$ cat src/rtl/uart_tx_fifo.sv
// uart_tx_fifo: UART transmitter fed by a small power-of-two input FIFO.
// Frames are start(0), DATA_BITS data bits LSB first, an optional parity bit,
// then STOP_BITS stop bits(1). Each bit lasts div_q clocks. div_q is latched
// from divisor when a frame starts. Queued words go out back to back with no
// idle cycle between frames.
// Ports:
//   clk, reset   - clock; synchronous active-high reset
//   divisor      - clocks per bit (0 is treated as 1)
//   data, valid  - producer word and offer; accepted when valid && ready
//   ready        - FIFO not full
//   uart_tx      - serial line, idle high (registered)
//   busy         - frame in progress or FIFO non-empty
//   fifo_count   - occupied FIFO entries
module uart_tx_fifo #(
    parameter int DATA_BITS  = 8,
    parameter int PARITY     = 0,
    parameter int STOP_BITS  = 1,
    parameter int FIFO_DEPTH = 4,
    parameter int DIV_WIDTH  = 32
) (
    input  logic                               clk,
    input  logic                               reset,
    input  logic [DIV_WIDTH-1:0]               divisor,
    input  logic [DATA_BITS-1:0]               data,
    input  logic                               valid,
    output logic                               ready,
    output logic                               uart_tx,
    output logic                               busy,
    output logic [$clog2(FIFO_DEPTH+1)-1:0]    fifo_count
);
    localparam int PTR_W = $clog2(FIFO_DEPTH);
    localparam int CNT_W = $clog2(FIFO_DEPTH + 1);
    localparam int BIT_W = $clog2(DATA_BITS + 1);

    typedef enum logic [2:0] {
        S_IDLE  = 3'd0,
        S_START = 3'd1,
        S_DATA  = 3'd2,
        S_PAR   = 3'd3,
        S_STOP  = 3'd4
    } state_t;

    // Parity bit for a data word: even = XOR of bits, odd = its inverse.
    function automatic logic parity_bit(input logic [DATA_BITS-1:0] d);
        parity_bit = (PARITY == 1) ? ~(^d) : (^d);
    endfunction

    state_t                 state_r, state_s;
    logic [DATA_BITS-1:0]   mem_r [FIFO_DEPTH];
    logic [PTR_W-1:0]       wr_ptr_r, rd_ptr_r;
    logic [CNT_W-1:0]       count_r;
    logic [DATA_BITS-1:0]   shift_r;
    logic                   par_r;
    logic [DIV_WIDTH-1:0]   div_q_r;
    logic [DIV_WIDTH-1:0]   cyc_cnt_r;
    logic [BIT_W-1:0]       bit_cnt_r;
    logic                   tx_r, tx_s;
    logic                   push_s, pop_s, shift_en_s;
    logic                   bit_end_s, last_data_s, last_stop_s, ready_s;

    // ready is taken from the count only, so a full FIFO refuses a push even
    // when the same edge pops an entry.
    assign ready_s     = (count_r != CNT_W'(FIFO_DEPTH));
    assign push_s      = valid && ready_s;
    // div_q_r is never 0, so div_q_r - 1 cannot wrap.
    assign bit_end_s   = (cyc_cnt_r == (div_q_r - DIV_WIDTH'(1)));
    assign last_data_s = (bit_cnt_r == BIT_W'(DATA_BITS - 1));
    assign last_stop_s = (bit_cnt_r == BIT_W'(STOP_BITS - 1));

    assign ready      = ready_s;
    assign uart_tx    = tx_r;
    assign busy       = (state_r != S_IDLE) || (count_r != CNT_W'(0));
    assign fifo_count = count_r;

    // State register.
    always_ff @(posedge clk) begin
        if (reset) begin
            state_r <= S_IDLE;
        end else begin
            state_r <= state_s;
        end
    end

    // Next-state logic; pop_s marks the only two transitions that dequeue.
    always_comb begin
        state_s = state_r;
        pop_s   = 1'b0;
        case (state_r)
            S_IDLE: begin
                if (count_r != CNT_W'(0)) begin
                    state_s = S_START;
                    pop_s   = 1'b1;
                end else begin
                    state_s = S_IDLE;
                end
            end
            S_START: begin
                if (bit_end_s) begin
                    state_s = S_DATA;
                end else begin
                    state_s = S_START;
                end
            end
            S_DATA: begin
                if (bit_end_s && last_data_s) begin
                    state_s = (PARITY != 0) ? S_PAR : S_STOP;
                end else begin
                    state_s = S_DATA;
                end
            end
            S_PAR: begin
                if (bit_end_s) begin
                    state_s = S_STOP;
                end else begin
                    state_s = S_PAR;
                end
            end
            S_STOP: begin
                if (bit_end_s && last_stop_s) begin
                    if (count_r != CNT_W'(0)) begin
                        state_s = S_START;
                        pop_s   = 1'b1;
                    end else begin
                        state_s = S_IDLE;
                    end
                end else begin
                    state_s = S_STOP;
                end
            end
            default: begin
                state_s = S_IDLE;
            end
        endcase
    end

    // Next line level; a data bit is driven from shift_r[0] and then shifted out.
    always_comb begin
        tx_s       = tx_r;
        shift_en_s = 1'b0;
        if (pop_s) begin
            tx_s = 1'b0;
        end else if (state_r == S_IDLE) begin
            tx_s = 1'b1;
        end else if (bit_end_s) begin
            case (state_r)
                S_START: begin
                    tx_s       = shift_r[0];
                    shift_en_s = 1'b1;
                end
                S_DATA: begin
                    if (last_data_s) begin
                        tx_s = (PARITY != 0) ? par_r : 1'b1;
                    end else begin
                        tx_s       = shift_r[0];
                        shift_en_s = 1'b1;
                    end
                end
                default: begin
                    tx_s = 1'b1;
                end
            endcase
        end else begin
            tx_s = tx_r;
        end
    end

    // Registered serial output; a reset mid-frame returns the line high at once.
    always_ff @(posedge clk) begin
        if (reset) begin
            tx_r <= 1'b1;
        end else begin
            tx_r <= tx_s;
        end
    end

    // Cycle and bit counters; both restart at each bit or state boundary.
    always_ff @(posedge clk) begin
        if (reset) begin
            cyc_cnt_r <= DIV_WIDTH'(0);
            bit_cnt_r <= BIT_W'(0);
        end else if (pop_s) begin
            cyc_cnt_r <= DIV_WIDTH'(0);
            bit_cnt_r <= BIT_W'(0);
        end else if ((state_r != S_IDLE) && bit_end_s) begin
            cyc_cnt_r <= DIV_WIDTH'(0);
            bit_cnt_r <= (state_s != state_r) ? BIT_W'(0) : (bit_cnt_r + BIT_W'(1));
        end else if (state_r != S_IDLE) begin
            cyc_cnt_r <= cyc_cnt_r + DIV_WIDTH'(1);
        end else begin
            cyc_cnt_r <= cyc_cnt_r;
        end
    end

    // Frame datapath: load the head word, its parity and the bit period on a pop.
    always_ff @(posedge clk) begin
        if (reset) begin
            shift_r <= '0;
            par_r   <= 1'b0;
            div_q_r <= DIV_WIDTH'(1);
        end else if (pop_s) begin
            shift_r <= mem_r[rd_ptr_r];
            par_r   <= parity_bit(mem_r[rd_ptr_r]);
            div_q_r <= (divisor == DIV_WIDTH'(0)) ? DIV_WIDTH'(1) : divisor;
        end else if (shift_en_s) begin
            shift_r <= shift_r >> 1;
        end else begin
            shift_r <= shift_r;
        end
    end

    // FIFO storage; contents need no reset because the count guards reads.
    always_ff @(posedge clk) begin
        if (push_s) begin
            mem_r[wr_ptr_r] <= data;
        end
    end

    // FIFO pointers (wrap naturally at the power-of-two depth) and count.
    always_ff @(posedge clk) begin
        if (reset) begin
            wr_ptr_r <= PTR_W'(0);
            rd_ptr_r <= PTR_W'(0);
            count_r  <= CNT_W'(0);
        end else begin
            if (push_s) begin
                wr_ptr_r <= wr_ptr_r + PTR_W'(1);
            end
            if (pop_s) begin
                rd_ptr_r <= rd_ptr_r + PTR_W'(1);
            end
            case ({push_s, pop_s})
                2'b10:   count_r <= count_r + CNT_W'(1);
                2'b01:   count_r <= count_r - CNT_W'(1);
                default: count_r <= count_r;
            endcase
        end
    end
endmodule

$ cat config.mk
export PLATFORM = sky130hd
export DESIGN_NAME = uart_tx_fifo
export DESIGN_NICKNAME = d
export VERILOG_FILES = /design/src/rtl/uart_tx_fifo.sv
export SDC_FILE = /design/constraint.sdc
export NUM_CORES = 1
export LEC_CHECK = 0
export ABC_AREA = 0
export BUFFER_PORTS_ARGS = -buffer_cell sky130_fd_sc_hd__buf_2
export CAP_MARGIN = 20
export CORE_MARGIN = 3
export CORE_UTILIZATION = 60
export DETAILED_ROUTE_END_ITERATION = 7
export GPL_TIMING_DRIVEN = 0
export PLACE_DENSITY = 0.8
export SLEW_MARGIN = 20
export SYNTH_ARGS = -nofsm -noshare
export SYNTH_HDL_FRONTEND = slang
export SYNTH_SLANG_ARGS = --single-unit
$ cat constraint.sdc
create_clock -name clk -period 6 [get_ports clk]
set_clock_uncertainty 0.05 [all_clocks]
set_input_delay 1.8 -clock clk [delete_from_list [all_inputs] [get_ports clk]]
set_output_delay 1.8 -clock clk [all_outputs]
set_load 0.01 [all_outputs]
### Yosys cells after proc, flatten, opt, wreduce, memory -nomap -nowiden

Memories as Yosys holds them, arrays and structs flattened. A register that Yosys moved wholly into a read port is not among the register bits.
Cells that the tools add are included.

* reduce and logical (&&, ||, !) cells: 15
* muxes and demuxes: 28
* eq/ne operators: 10
* $add $sub $neg: 7

Operators with widths (number)
* adder 32 x 1 -> 32 bit, second input constant: 1
* equality test 32 bit: 1
* logical NOT 32 bit: 1
* 2-to-1 mux 32 bit: 1
* subtractor 32 x 1 -> 32 bit, second input constant: 1
* 2-to-1 mux 8 bit: 2
* case mux 3 bit (5 select lines): 1
* 2-to-1 mux 1 bit: 13
* 2-to-1 mux 3 bit: 3
* nonzero test 3 bit: 3
* equality test 3 x 2 -> 1 bit, second input constant: 2
* 2-to-1 mux 2 bit: 3
* case mux 1 bit (2 select lines): 3
* case mux 3 bit (2 select lines): 1
* adder 2 x 1 -> 2 bit, second input constant: 2
* adder 4 x 1 -> 4 bit, second input constant: 1
* equality test 4 x 3 -> 1 bit, second input constant: 1
* logical AND 1 bit: 4
* logical NOT 4 bit: 1
* 2-to-1 mux 4 bit: 1
* nonzero test 2 bit: 2
* adder 3 x 1 -> 3 bit, second input constant: 1
* equality test 3 x 1 -> 1 bit, second input constant: 1
* equality test 3 bit, second input constant: 1
* other kinds (9): 9

* bits in writable memories: 32
* output and inout port bits: 6
* register bits: 87
* word-level logic and storage cells: 70
* memories: 1

Memory list
* mem_r: depth 4, width 8, rd ports 1, clocked after memory_dff 1, write ports 1, RTL line 49 `logic [DATA_BITS-1:0] mem_r [FIFO_DEPTH];`

### Longest topological paths before layout

Gate-level depths: netlist (run 1).

* depth after elaboration: 8
* gate-level depth with buffers: 17
* mapped depth without buffers: 16

### Worst setup path after synthesis (run 1)

OpenSTA, ideal clock, no wires.

* path type: register to register
* start point: register div_q_r[0]
* end point: register count_r[2] (netlist: fifo_count[2])
* data required time: 5880 ps
* setup time: 70 ps
* setup slack: 1468 ps
* arrival: 4411 ps
* period minus slack after synthesis: 4532 ps
* path buffers: 1
* cell stages (with the launch flop): 18
* cell sequence: dfxtp_1 > inv_1 > ha_1 > or3b_2 > or4_4 > a2111oi_4 > o211ai_1 > or4_4 > nor4_1 > nor2_1 > clkbuf_1 > inv_1 > ha_1 > inv_1 > fa_1 > xor2_1 > or3_1 > a21oi_1

* cells in the longest elaborated chain, start to end: 7

Ends and longest elaborated chain
* start: declaration: RTL line 54 `logic [DIV_WIDTH-1:0] div_q_r;`
* start signal: assignment: RTL line 203 `div_q_r <= (divisor == DIV_WIDTH'(0)) ? DIV_WIDTH'(1) : divisor;`
* subtractor 32 x 1 -> 32 bit (*): RTL line 66 `assign bit_end_s = (cyc_cnt_r == (div_q_r - DIV_WIDTH'(1)));`
* equality test 32 bit (*): RTL line 66
* logical AND 1 bit (*): RTL line 119 `if (bit_end_s && last_stop_s) begin`
* 2-to-1 mux 1 bit (*): RTL line 119
* case mux 1 bit (2 select lines) (*): RTL line 88 `case (state_r)`
* equality test 2 x 1 -> 1 bit or equality test 2 bit (tied branches): RTL line 231 `case ({push_s, pop_s})`
* case mux 3 bit (2 select lines) or nonzero test 2 bit (tied branches)
* end signal: assignment: RTL line 232 `2'b10: count_r <= count_r + CNT_W'(1);`
* end signal: assignment: RTL line 233 `2'b01: count_r <= count_r - CNT_W'(1);`
* end signal: assignment: RTL line 234 `default: count_r <= count_r;`
* end: declaration: RTL line 51 `logic [CNT_W-1:0] count_r;`

Mark *: on every way between the ends. The rest lies on a longest branch, timed or not.
A chain may end at the register's enable or synchronous reset.

### Worst setup path after layout (run 1)

Ends and elaborated chain as after synthesis.

==> results of run 1 <==
## power groups by stage
stage	clock, mW	combinational [mW]	sequential (mW)
2_1_floorplan	0	1.15	1.11
3_3_place_gp	0	1.42	1.14
3_5_place_dp	0	1.48	1.15
4_1_cts	0.943	1.49	1.13
5_1_grt	0.985	1.66	1.16
6_report	0.930	1.51	1.14
## stage by stage
step	util (%)	area, µm²	cells	total power, mW	setup slack, ns
2_1_floorplan	-	6240	643	2.26	1.47
3_5_place_dp	66.8	6650	824	2.62	0.649
5_1_grt	72.2	7190	856	3.80	0.318
4_1_cts	72.2	7190	856	3.57	0.607
6_report	72.2	7190	856	3.58	0.592
3_3_place_gp	66.8	6650	824	2.56	0.859
## worst min path at each step
stage / from / endpoint / slack [ns] / depth (start not counted)
after floorplan: rd_ptr_r[1] / flop / 0.39 / 2
after global placement: rd_ptr_r[1] / rd_ptr_r[1] / 0.40 / 2
after detailed placement: rd_ptr_r[1] / flop / 0.42 / 2
after CTS: rd_ptr_r[1] / flop / 0.43 / 2
after global routing: shift_r[7] / shift_r[7] / 0.47 / 2
final: shift_r[7] / shift_r[6] / 0.44 / 2
## layer usage
layer  vias up  part of all wire, %  global-route usage (%)
met2       158                   48                    42.7
met5         -                    0                       0
li1       2469                    -                       -
met3        28                  6.3                    7.52
met4         0                  2.0                    9.47
met1      2469                   44                    34.6
## cell type report
class,instances,area (µm²)
tap,133,166
timing repair buffer,48,240
inverter,15,56.3
clock inverter,15,131
multi-input combinational,473,3290
sequential,121,2740
buffer,34,148
fill,726,2760
clock buffer,17,414
## registers in the layout, indices dropped and copies added (netlist names), named ones only
name / flops
cyc_cnt_r: 32
div_q_r: 32
mem_r: 32
shift_r: 8
bit_cnt_r: 4
fifo_count: 3
state_r: 3
rd_ptr_r: 2
wr_ptr_r: 2
uart_tx: 1
## cells in the mapped netlist, types with 5 or more instances
| cell | number |
|---|---|
| nand2_1 | 25 |
| nand3_1 | 16 |
| mux4_2 | 8 |
| nand2b_1 | 7 |
| and4_1 | 6 |
| xor2_1 | 41 |
| a21oi_1 | 16 |
| or4_1 | 10 |
| xnor2_1 | 30 |
| and3_1 | 13 |
| or3_1 | 5 |
| nor4_1 | 24 |
| ha_1 | 9 |
| nor3_1 | 11 |
| dfxtp_1 | 89 |
| and2_1 | 6 |
| mux2i_1 | 35 |
| nor2_1 | 105 |
| edfxtp_1 | 32 |
| clkbuf_1 | 26 |
| nor2b_1 | 9 |
| nor3b_1 | 8 |
| nand4_1 | 12 |
| o21ai_0 | 11 |
| inv_1 | 15 |
| o211ai_1 | 8 |
## worst reg2reg max path, cell delays in order (launching register included)
cell and delay [ns]:
dfxtp_1 0.36, inv_1 0.08, ha_1 0.20, nor3b_1 0.58, nand3_1 0.34, o31a_2 0.38, or4b_2 0.63, and3_1 0.22
nor4_1 0.49, nor2_1 0.30, clkbuf_1 0.37, inv_1 0.13, ha_1 0.18, inv_1 0.06, fa_1 0.37, xor2_1 0.16
or3_1 0.31, a21oi_1 0.15
## kinds of logic after synthesis
family                   share of synthesized area, %
AND/OR/NAND/NOR                                  24.0
multiplexers                                     8.68
AO/OA/AOI/OAI                                    7.96
adder cells (fa/ha/maj)                          2.13
XOR/XNOR                                         9.97
flip-flops                                       44.0
buffers and inverters                            3.27
## cells in the final DEF (no fill, tap or decap), types with 24 or more instances in the layout
master,n
xnor2_1,30
nor2_1,105
mux2i_1,35
nand2_1,25
clkbuf_1,26
buf_2,49
edfxtp_1,32
xor2_1,41
dfxtp_1,89
nor4_1,24
==> results.toml, run 1 <==
[status]
status = "finished clean"

[pwr]
clkPwrFrac_pct = 26.0
p_leak_nw = 2.81
pwr-share-comb_pct = 42.2
switching_power_mw = 1.42
vdd_ir_drop_max_uv = 295
seqPwrFrac_pct = 31.9
power_density_nw_per_um2 = 498
internal_power_mw = 2.15
swShare_pct = 39.8

[final_layout]
nets = 763
drive_gt1_share_pct = 15.1
antennaDiodeCount = 0
area_delta_synth_final_pct = 15.3

[drt]
vias = 5124
drc = 0
wl_per_cell_um = 17.0
antenna_left = 0
vias_per_cell = 5.99
first_pass_iters = 5
drt_iter0_drc = 292
wirelength_um = 14600

[timing]
setup_viol = 0
final_max_slew_viol_count = 0
fmax_mhz = 185
whs_ns = 0.441
fin_setup_tns_ns = 0
max_slew.worst_pin.slew_ns = 0.838
timing.final.crit_period_ns = 5.41
rsz0062_at_grt = "no"
hold_viol_final = 0
relSlewSlack_pct = 44.1
post-route-period-util_pct = 90.1

[cts]
worstSkewPairLatency_ns = 0.54
cts.clk_slew.worst_paths_ns = 0.06
cts_tree = "built"
clock_sinks = 121
cts_buffer_depth = 2
h-tree-depth = 4
cts.repair.resized = 0
root_buffer = "clkbuf_8"
ctsHoldBuffers = 0
post_cts_buffers = 0
cts_inserted_buffers = 17

[global_route]
antenna_found_initial = 0
globalRouteOverflowTotal = 0
grt_pass1_wl_um = 23900
grt_pass1_vias = 4924
grt_max_degree = 17
grt_use_total_pct = 26.6

[synthesis]
synth.area.top_cells = "dfxtp_1, edfxtp_1, nor2_1"
synth_seq_area_share_pct = 44.0
synth_top_area_share_pct = 28.6
ys_async_sr_fraction_pct = 0
syn_area_per_cell_um2 = 9.70
ys_ff_latch = 121
yosysTopAreaCell = "dfxtp_1"
synth_edf_count = 32
yosys_warnings = 0
synthFlopType = "dfxtp_1"
syn-instance-count = 643
synth.distinct_cells = 63
syn-num-nets = 696
syn_area_um2 = 6240

[critical_path]
crit_top_cell = "inv_1"
r2r-start = "div_q_r[0]"
reg2reg_slack_ns = 0.59
crit_start = "div_q_r[0]"
slowest_delay_ns = 0.63
cp_data_required_time_ns = 6.42
cp_slowest_cell = "or4b_2"
reg2reg_depth = 17
path_depth = 17
crit_buf_inv = 4
crit_path_end_kind = "flop"
worstPathMaxFanout = 10
path_cells = "inv_1 > ha_1 > nor3b_1 > nand3_1 > o31a_2 > or4b_2 > and3_1 > nor4_1 > nor2_1 > clkbuf_1 > inv_1 > ha_1 > inv_1 > fa_1 > xor2_1 > or3_1 > a21oi_1"
reg2reg_to = "fifo_count[2]"
path_class = "flop to flop"
crit_path_end = "fifo_count[2]"
crit_family = "simple AND/OR/NAND/NOR gates"
cp-start-kind = "flop"
cp.arrival_ns = 5.83

[floorplanning]
dieArea_um2 = 11700
dieWidth_um = 108
core_area_um2 = 9950
ios = 49
start_util_pct = 62.7
rows = 36
die_y_um = 108

[job]
drv_cap = 0

[place]
gp_congestion = 0.863
port_buffers = 48
hpwlAfterDp_um = 10500

[hold_path]
hold_path_class = "flop to flop"
Power figures use the tool's default switching activity.
==> run 2, diff against run 1 <==
--- a/config.mk
+++ b/config.mk
@@ -7,12 +7,12 @@
 export LEC_CHECK = 0
 export ABC_AREA = 0
 export BUFFER_PORTS_ARGS = -buffer_cell sky130_fd_sc_hd__buf_2
-export CAP_MARGIN = 20
 export CORE_MARGIN = 3
 export CORE_UTILIZATION = 60
 export DETAILED_ROUTE_END_ITERATION = 7
 export GPL_TIMING_DRIVEN = 0
 export PLACE_DENSITY = 0.8
+export REMOVE_ABC_BUFFERS = 1
 export SLEW_MARGIN = 20
 export SYNTH_ARGS = -nofsm -noshare
 export SYNTH_HDL_FRONTEND = slang
==> run 2 against run 1 <==
  * Total power is 0.96% higher
  * Core utilization is 0.58 points lower
  * Design area is 0.80% lower
  * Sequential cell count stayed put
  * Critical path type unchanged
  * Largest cell class unchanged
==> results.toml, run 2 (same netlist as run 1, synthesis figures left out) <==
[critical_path]
reg2reg_depth = 16
slowest_delay_ns = 0.71
crit_top_cell = "inv_1"
path_cells = "inv_1 > ha_1 > nor3b_1 > nand3_1 > o31a_2 > or4b_2 > and3_1 > nor4_1 > nor2_4 > inv_1 > ha_1 > inv_1 > fa_1 > xor2_1 > or3_1 > a21oi_1"
cp.arrival_ns = 5.60
cp_slowest_cell = "nor4_1"
crit_family = "simple AND/OR/NAND/NOR gates"
path_class = "flop to flop"
cp_data_required_time_ns = 6.42
crit_buf_inv = 3
path_depth = 16
worstPathMaxFanout = 6
crit_path_end_kind = "flop"
cp-start-kind = "flop"

[timing]
hold_viol_final = 0
fmax_mhz = 193
setup_viol = 0
post-route-period-util_pct = 86.4
max_slew.worst_pin.slew_ns = 1.01
timing.final.crit_period_ns = 5.18
final_max_slew_viol_count = 0
relSlewSlack_pct = 32.5
rsz0062_at_grt = "no"

[global_route]
grt_pass1_vias = 4674
grt_max_degree = 61
globalRouteOverflowTotal = 0
grt_use_total_pct = 24.6
grt_pass1_wl_um = 22300
antenna_found_initial = 0

[drt]
first_pass_iters = 5
vias_per_cell = 5.95
vias = 4898
antenna_left = 0
wirelength_um = 13500
drc = 0
wl_per_cell_um = 16.4
drt_iter0_drc = 306

[final_layout]
antennaDiodeCount = 0
drive_gt1_share_pct = 15.5
mostFrequentLayoutCell = "nor2_1"
reg.largest.list = "cyc_cnt_r x32, div_q_r x32, mem_r x32"
nets = 731
fin_cells = 823
area_delta_synth_final_pct = 14.3
final_cell_mix = "nor2_1, dfxtp_1, buf_2, xor2_1, mux2i_1"
fillers = 705

[place]
hpwlAfterDp_um = 9250
port_buffers = 48
dp_cells = 792
gp_congestion = 0.885

[status]
status = "finished clean"

[cts]
cts.repair.resized = 0
h-tree-depth = 4
clock_sinks = 121
cts_inserted_buffers = 17
post_cts_buffers = 0
cts.clk_slew.worst_paths_ns = 0.06
root_buffer = "clkbuf_8"
cts_buffer_depth = 2
worstSkewPairLatency_ns = 0.55
cts_tree = "built"
ctsHoldBuffers = 0

[floorplanning]
rows = 36
ios = 49
dieWidth_um = 108
die_y_um = 108
start_util_pct = 62.7
core_area_um2 = 9950
dieArea_um2 = 11700

[pwr]
power_density_nw_per_um2 = 506
vdd_ir_drop_max_uv = 382
p_leak_nw = 2.79
power_mw = 3.61

[job]
drv_cap = 0

[hold_path]
hold_path_class = "flop to flop"
hold_depth = 2
## run 2: cell types whose count changed in the layout (fill, tap and decap cells not counted), moves of 2 or more
cell       delta
inv_8         -2
buf_1         -4
bufinv_16     +2
buf_2         -2
clkbuf_1     -26
buf_6         -2
## run 2: worst register-to-register path, cell delays in order, from the launching register on
cell and delay (ns):
dfxtp_1 0.37, inv_1 0.08, ha_1 0.19, nor3b_1 0.64, nand3_1 0.32, o31a_2 0.38
or4b_2 0.63, and3_1 0.22, nor4_1 0.71, nor2_4 0.15, inv_1 0.10, ha_1 0.19
inv_1 0.07, fa_1 0.37, xor2_1 0.16, or3_1 0.31, a21oi_1 0.16
## run 2: layout make-up
class / instances / area, µm² / share of cell area [%]
inverter: 15 / 56.3 / 0.789
tap: 133 / 166 / 2.33
clock inverter: 14 / 164 / 2.30
clock buffer: 17 / 414 / 5.81
timing repair buffer: 50 / 290 / 4.07
sequential: 121 / 2740 / 38.4
multi-input combinational: 473 / 3300 / 46.3
## run 2: per-stage QoR
| stage | setup TNS [ns] | worst slack, ns | utilization (%) | instance area [µm²] | hold slack (ns) |
|---|---|---|---|---|---|
| finish | 0 | 0.817 | 71.7 | 7130 | 0.434 |
| global route | 0 | 0.466 | 71.7 | 7130 | 0.460 |
| CTS | 0 | 0.878 | 71.6 | 7130 | 0.436 |
| detailed placement | 0 | 0.982 | 65.8 | 6550 | 0.427 |
| global placement | -13.46 | -1.02 | 65.3 | 6500 | 0.401 |
| floorplan | -0.0619 | -0.0619 | - | 6090 | 0.384 |
## run 2: layer usage
metal | wire length, µm | vias up | global-route usage, % | part of all wire [%]
li1 | - | 2403 | - | -
met1 | 5670 | 2323 | 30.5 | 42
met2 | 6710 | 139 | 40.5 | 50
met3 | 746 | 33 | 6.69 | 5.5
met4 | 357 | 0 | 10.7 | 2.6
met5 | 0 | - | 0 | 0
## run 2: final timing paths
kind                                 start            end  slack, ns
worst max-delay path            div_q_r[0]  fifo_count[2]       0.82
worst min-delay path            shift_r[7]     shift_r[6]       0.43
worst max register to register  div_q_r[0]  fifo_count[2]       0.82
worst min register to register  shift_r[7]     shift_r[6]       0.43
## run 2: report_power, final
part / switching, mW / internal (mW)
sequential: 0.195 / 0.999
clock: 0.398 / 0.598
combinational: 0.771 / 0.651
==> run 3, diff against run 2 <==
--- a/config.mk
+++ b/config.mk
@@ -5,13 +5,12 @@
 export SDC_FILE = /design/constraint.sdc
 export NUM_CORES = 1
 export LEC_CHECK = 0
-export ABC_AREA = 0
+export ABC_AREA = 1
 export BUFFER_PORTS_ARGS = -buffer_cell sky130_fd_sc_hd__buf_2
-export CORE_MARGIN = 3
-export CORE_UTILIZATION = 60
+export CORE_UTILIZATION = 61
 export DETAILED_ROUTE_END_ITERATION = 7
 export GPL_TIMING_DRIVEN = 0
-export PLACE_DENSITY = 0.8
+export PLACE_DENSITY = 0.81
 export REMOVE_ABC_BUFFERS = 1
 export SLEW_MARGIN = 20
 export SYNTH_ARGS = -nofsm -noshare
==> run 3 against run 2 <==
  * Non-clock buffer count fell by 2
  * Total power rose by 5.0%
  * Die area fell by 3.1%
  * First-iteration DRC count rose by 19%
  * Hold slack improved by 0.00074 ns
  * Combinational power rose by 8%
  * Clock-buffer cell count rose by 2
  * Sequential share of layout area fell by 2.1 points
  * Critical path depth rose by 5
==> results.toml, run 3 <==
[status]
status = "finished clean"

[timing]
fin_setup_tns_ns = 0
whs_ns = 0.434
final_max_slew_viol_count = 0
setup_ws_ns = 1.97
fmax_mhz = 248
timing.final.crit_period_ns = 4.03
setup_viol = 0
rsz0062_at_grt = "no"
hold_viol_final = 0
relSlewSlack_pct = 50.4
post-route-period-util_pct = 67.1
max_slew.worst_pin.slew_ns = 0.742

[drt]
vias = 5927
drt_iter0_drc = 364
antenna_left = 0
vias_per_cell = 5.55
first_pass_iters = 5
drc = 0
wirelength_um = 15900
wl_per_cell_um = 14.9

[pwr]
vdd_ir_drop_max_uv = 377
swShare_pct = 42.7
internal_power_mw = 2.17
pwr-share-comb_pct = 40.7
power_mw = 3.79
power_density_nw_per_um2 = 503
p_leak_nw = 3.25
clkPwrFrac_pct = 28.5
seqPwrFrac_pct = 30.8
switching_power_mw = 1.62

[synthesis]
yosysMostFrequentCell = "nand2_1"
syn_area_per_cell_um2 = 7.60
synth_mux_area_share_pct = 0
synth_edf_count = 32
synth-xor-area-share_pct = 6.47
synth_top_area_share_pct = 26.9
syn-instance-count = 873
synth_seq_area_share_pct = 41.4
syn_area_um2 = 6630
synth_top_family_by_area = "simple AND/OR/NAND/NOR gates"
yosys_warnings = 0
yosys-top-cells-count = "nand2_1, nor2_1, dfxtp_1"
synth.area.top_cells = "dfxtp_1, edfxtp_1, nand2_1"
yosys.area_share.simple_pct = 35.6
ys_ff_latch = 121
synth_fa_ha_area_share_pct = 2.00
synth.distinct_cells = 47
yosysTopAreaCell = "dfxtp_1"
ys_async_sr_fraction_pct = 0
synthFlopType = "dfxtp_1"
synth_compound_area_share_pct = 7.98

[cts]
worstSkewPairLatency_ns = 0.53
ctsHoldBuffers = 0
cts_inserted_buffers = 17
root_buffer = "clkbuf_8"
clock_sinks = 121
h-tree-depth = 4
cts_tree = "built"
cts.repair.resized = 0
cts.clk_slew.worst_paths_ns = 0.06
cts_buffer_depth = 2
post_cts_buffers = 0

[final_layout]
mostFrequentLayoutCell = "nand2_1"
regArea_um2 = 2740
multi_input_area_um2 = 3450
fillers = 828
reg.largest.list = "cyc_cnt_r x32, div_q_r x32, mem_r x32"
final_cell_mix = "nand2_1, nor2_1, dfxtp_1, inv_1, nand3_1"
area_delta_synth_final_pct = 13.7
drive_gt1_share_pct = 15.6
antennaDiodeCount = 0
nets = 971

[floorplanning]
ios = 49
start_util_pct = 63.7
die_y_um = 106
rows = 37
dieArea_um2 = 11300
core_area_um2 = 10400
dieWidth_um = 106

[global_route]
globalRouteOverflowTotal = 0
grt_max_degree = 46
antenna_found_initial = 0
grt_pass1_wl_um = 26700
grt_pass1_vias = 5940
grt_use_total_pct = 30.6

[critical_path]
path_class = "flop to flop"
crit_path_end_kind = "flop"
cp-start-kind = "flop"
cp_data_required_time_ns = 6.37
cp.arrival_ns = 4.39
worstPathMaxFanout = 45

[hold_path]
hold_path_class = "flop to flop"

[job]
drv_cap = 0

[place]
port_buffers = 48
dp_slack_ns = 1.67
hpwlAfterDp_um = 11600
gp_congestion = 0.968
run 3: changes by cell type after synthesis, moves of 15 or more:
cell | before | now
mux2i_1 | 35 | 0
inv_1 | 15 | 73
nor4_1 | 24 | 8
nand2_1 | 25 | 223
o21ai_0 | 11 | 32
nand3_1 | 16 | 53
o21ai_1 | 0 | 18
nor2_2 | 0 | 15
clkbuf_1 | 26 | 6
run 3: final timing paths:
path / start / cells past startpoint / slack (ns) / end
hold / removal: shift_r[7] / 2 / 0.43 / shift_r[7]
setup / recovery: div_q_r[1] / 21 / 1.97 / fifo_count[2]
hold reg to reg: shift_r[7] / 2 / 0.43 / shift_r[7]
setup reg to reg: div_q_r[1] / 21 / 1.97 / fifo_count[2]
run 3: layout make-up:
class / count / area share [%]
inverters: 82 / 4.11
flip-flops and latches: 121 / 36.4
well taps: 136 / 2.26
repair buffers: 48 / 3.18
multi-input cells: 648 / 45.8
clock buffers: 19 / 5.77
clock inverters: 13 / 2.52
run 3: per-stage QoR:
step	std cells	cell area (µm²)	utilization, %
detailed placement	1035	6920	66.4
global route	1067	7540	72.4
floorplan	851	6510	-
global placement	1035	6920	66.4
CTS	1067	7540	72.4
finish	1067	7540	72.4
run 3: cells by family (layout without fill, tap and decap cells):
kind of cell	count (synthesis)	count (layout)
AND/OR/NAND/NOR	492	492
flip-flops	121	121
buffers and inverters	104	162
AO/OA/AOI/OAI	97	97
XOR/XNOR	49	49
adder cells (fa/ha/maj)	10	10
run 3: power by group through the flow:
stage          clock [mW]  sequential [mW]  combinational (mW)
2_1_floorplan           0             1.14                1.16
3_3_place_gp            0             1.17                1.47
3_5_place_dp            0             1.18                1.51
4_1_cts              1.10             1.16                1.53
5_1_grt              1.14             1.19                1.73
6_report             1.08             1.17                1.54
run 3: critical path, cell delays in order, from the launching register on:
cell     delay, ns
dfxtp_1       0.30
inv_1         0.13
ha_1          0.26
nand2_2       0.17
nor2_8        0.21
nand2_4       0.08
o21ai_0       0.20
nand2_1       0.12
xor2_1        0.16
nand2_1       0.11
nor2_4        0.24
nand3_2       0.12
nand2_2       0.10
nand2_4       0.29
inv_2         0.28
ha_1          0.19
inv_1         0.07
fa_1          0.37
a21oi_1       0.14
o21ai_0       0.10
o21ai_0       0.16
a21oi_1       0.05
run 3: routing by layer:
metal	global-route usage (%)	vias up	share of wire [%]
met2	54.6	174	51
met3	8.03	41	5.3
met5	0	-	0
li1	-	2945	-
met1	34.1	2767	41
met4	12.9	0	2.8
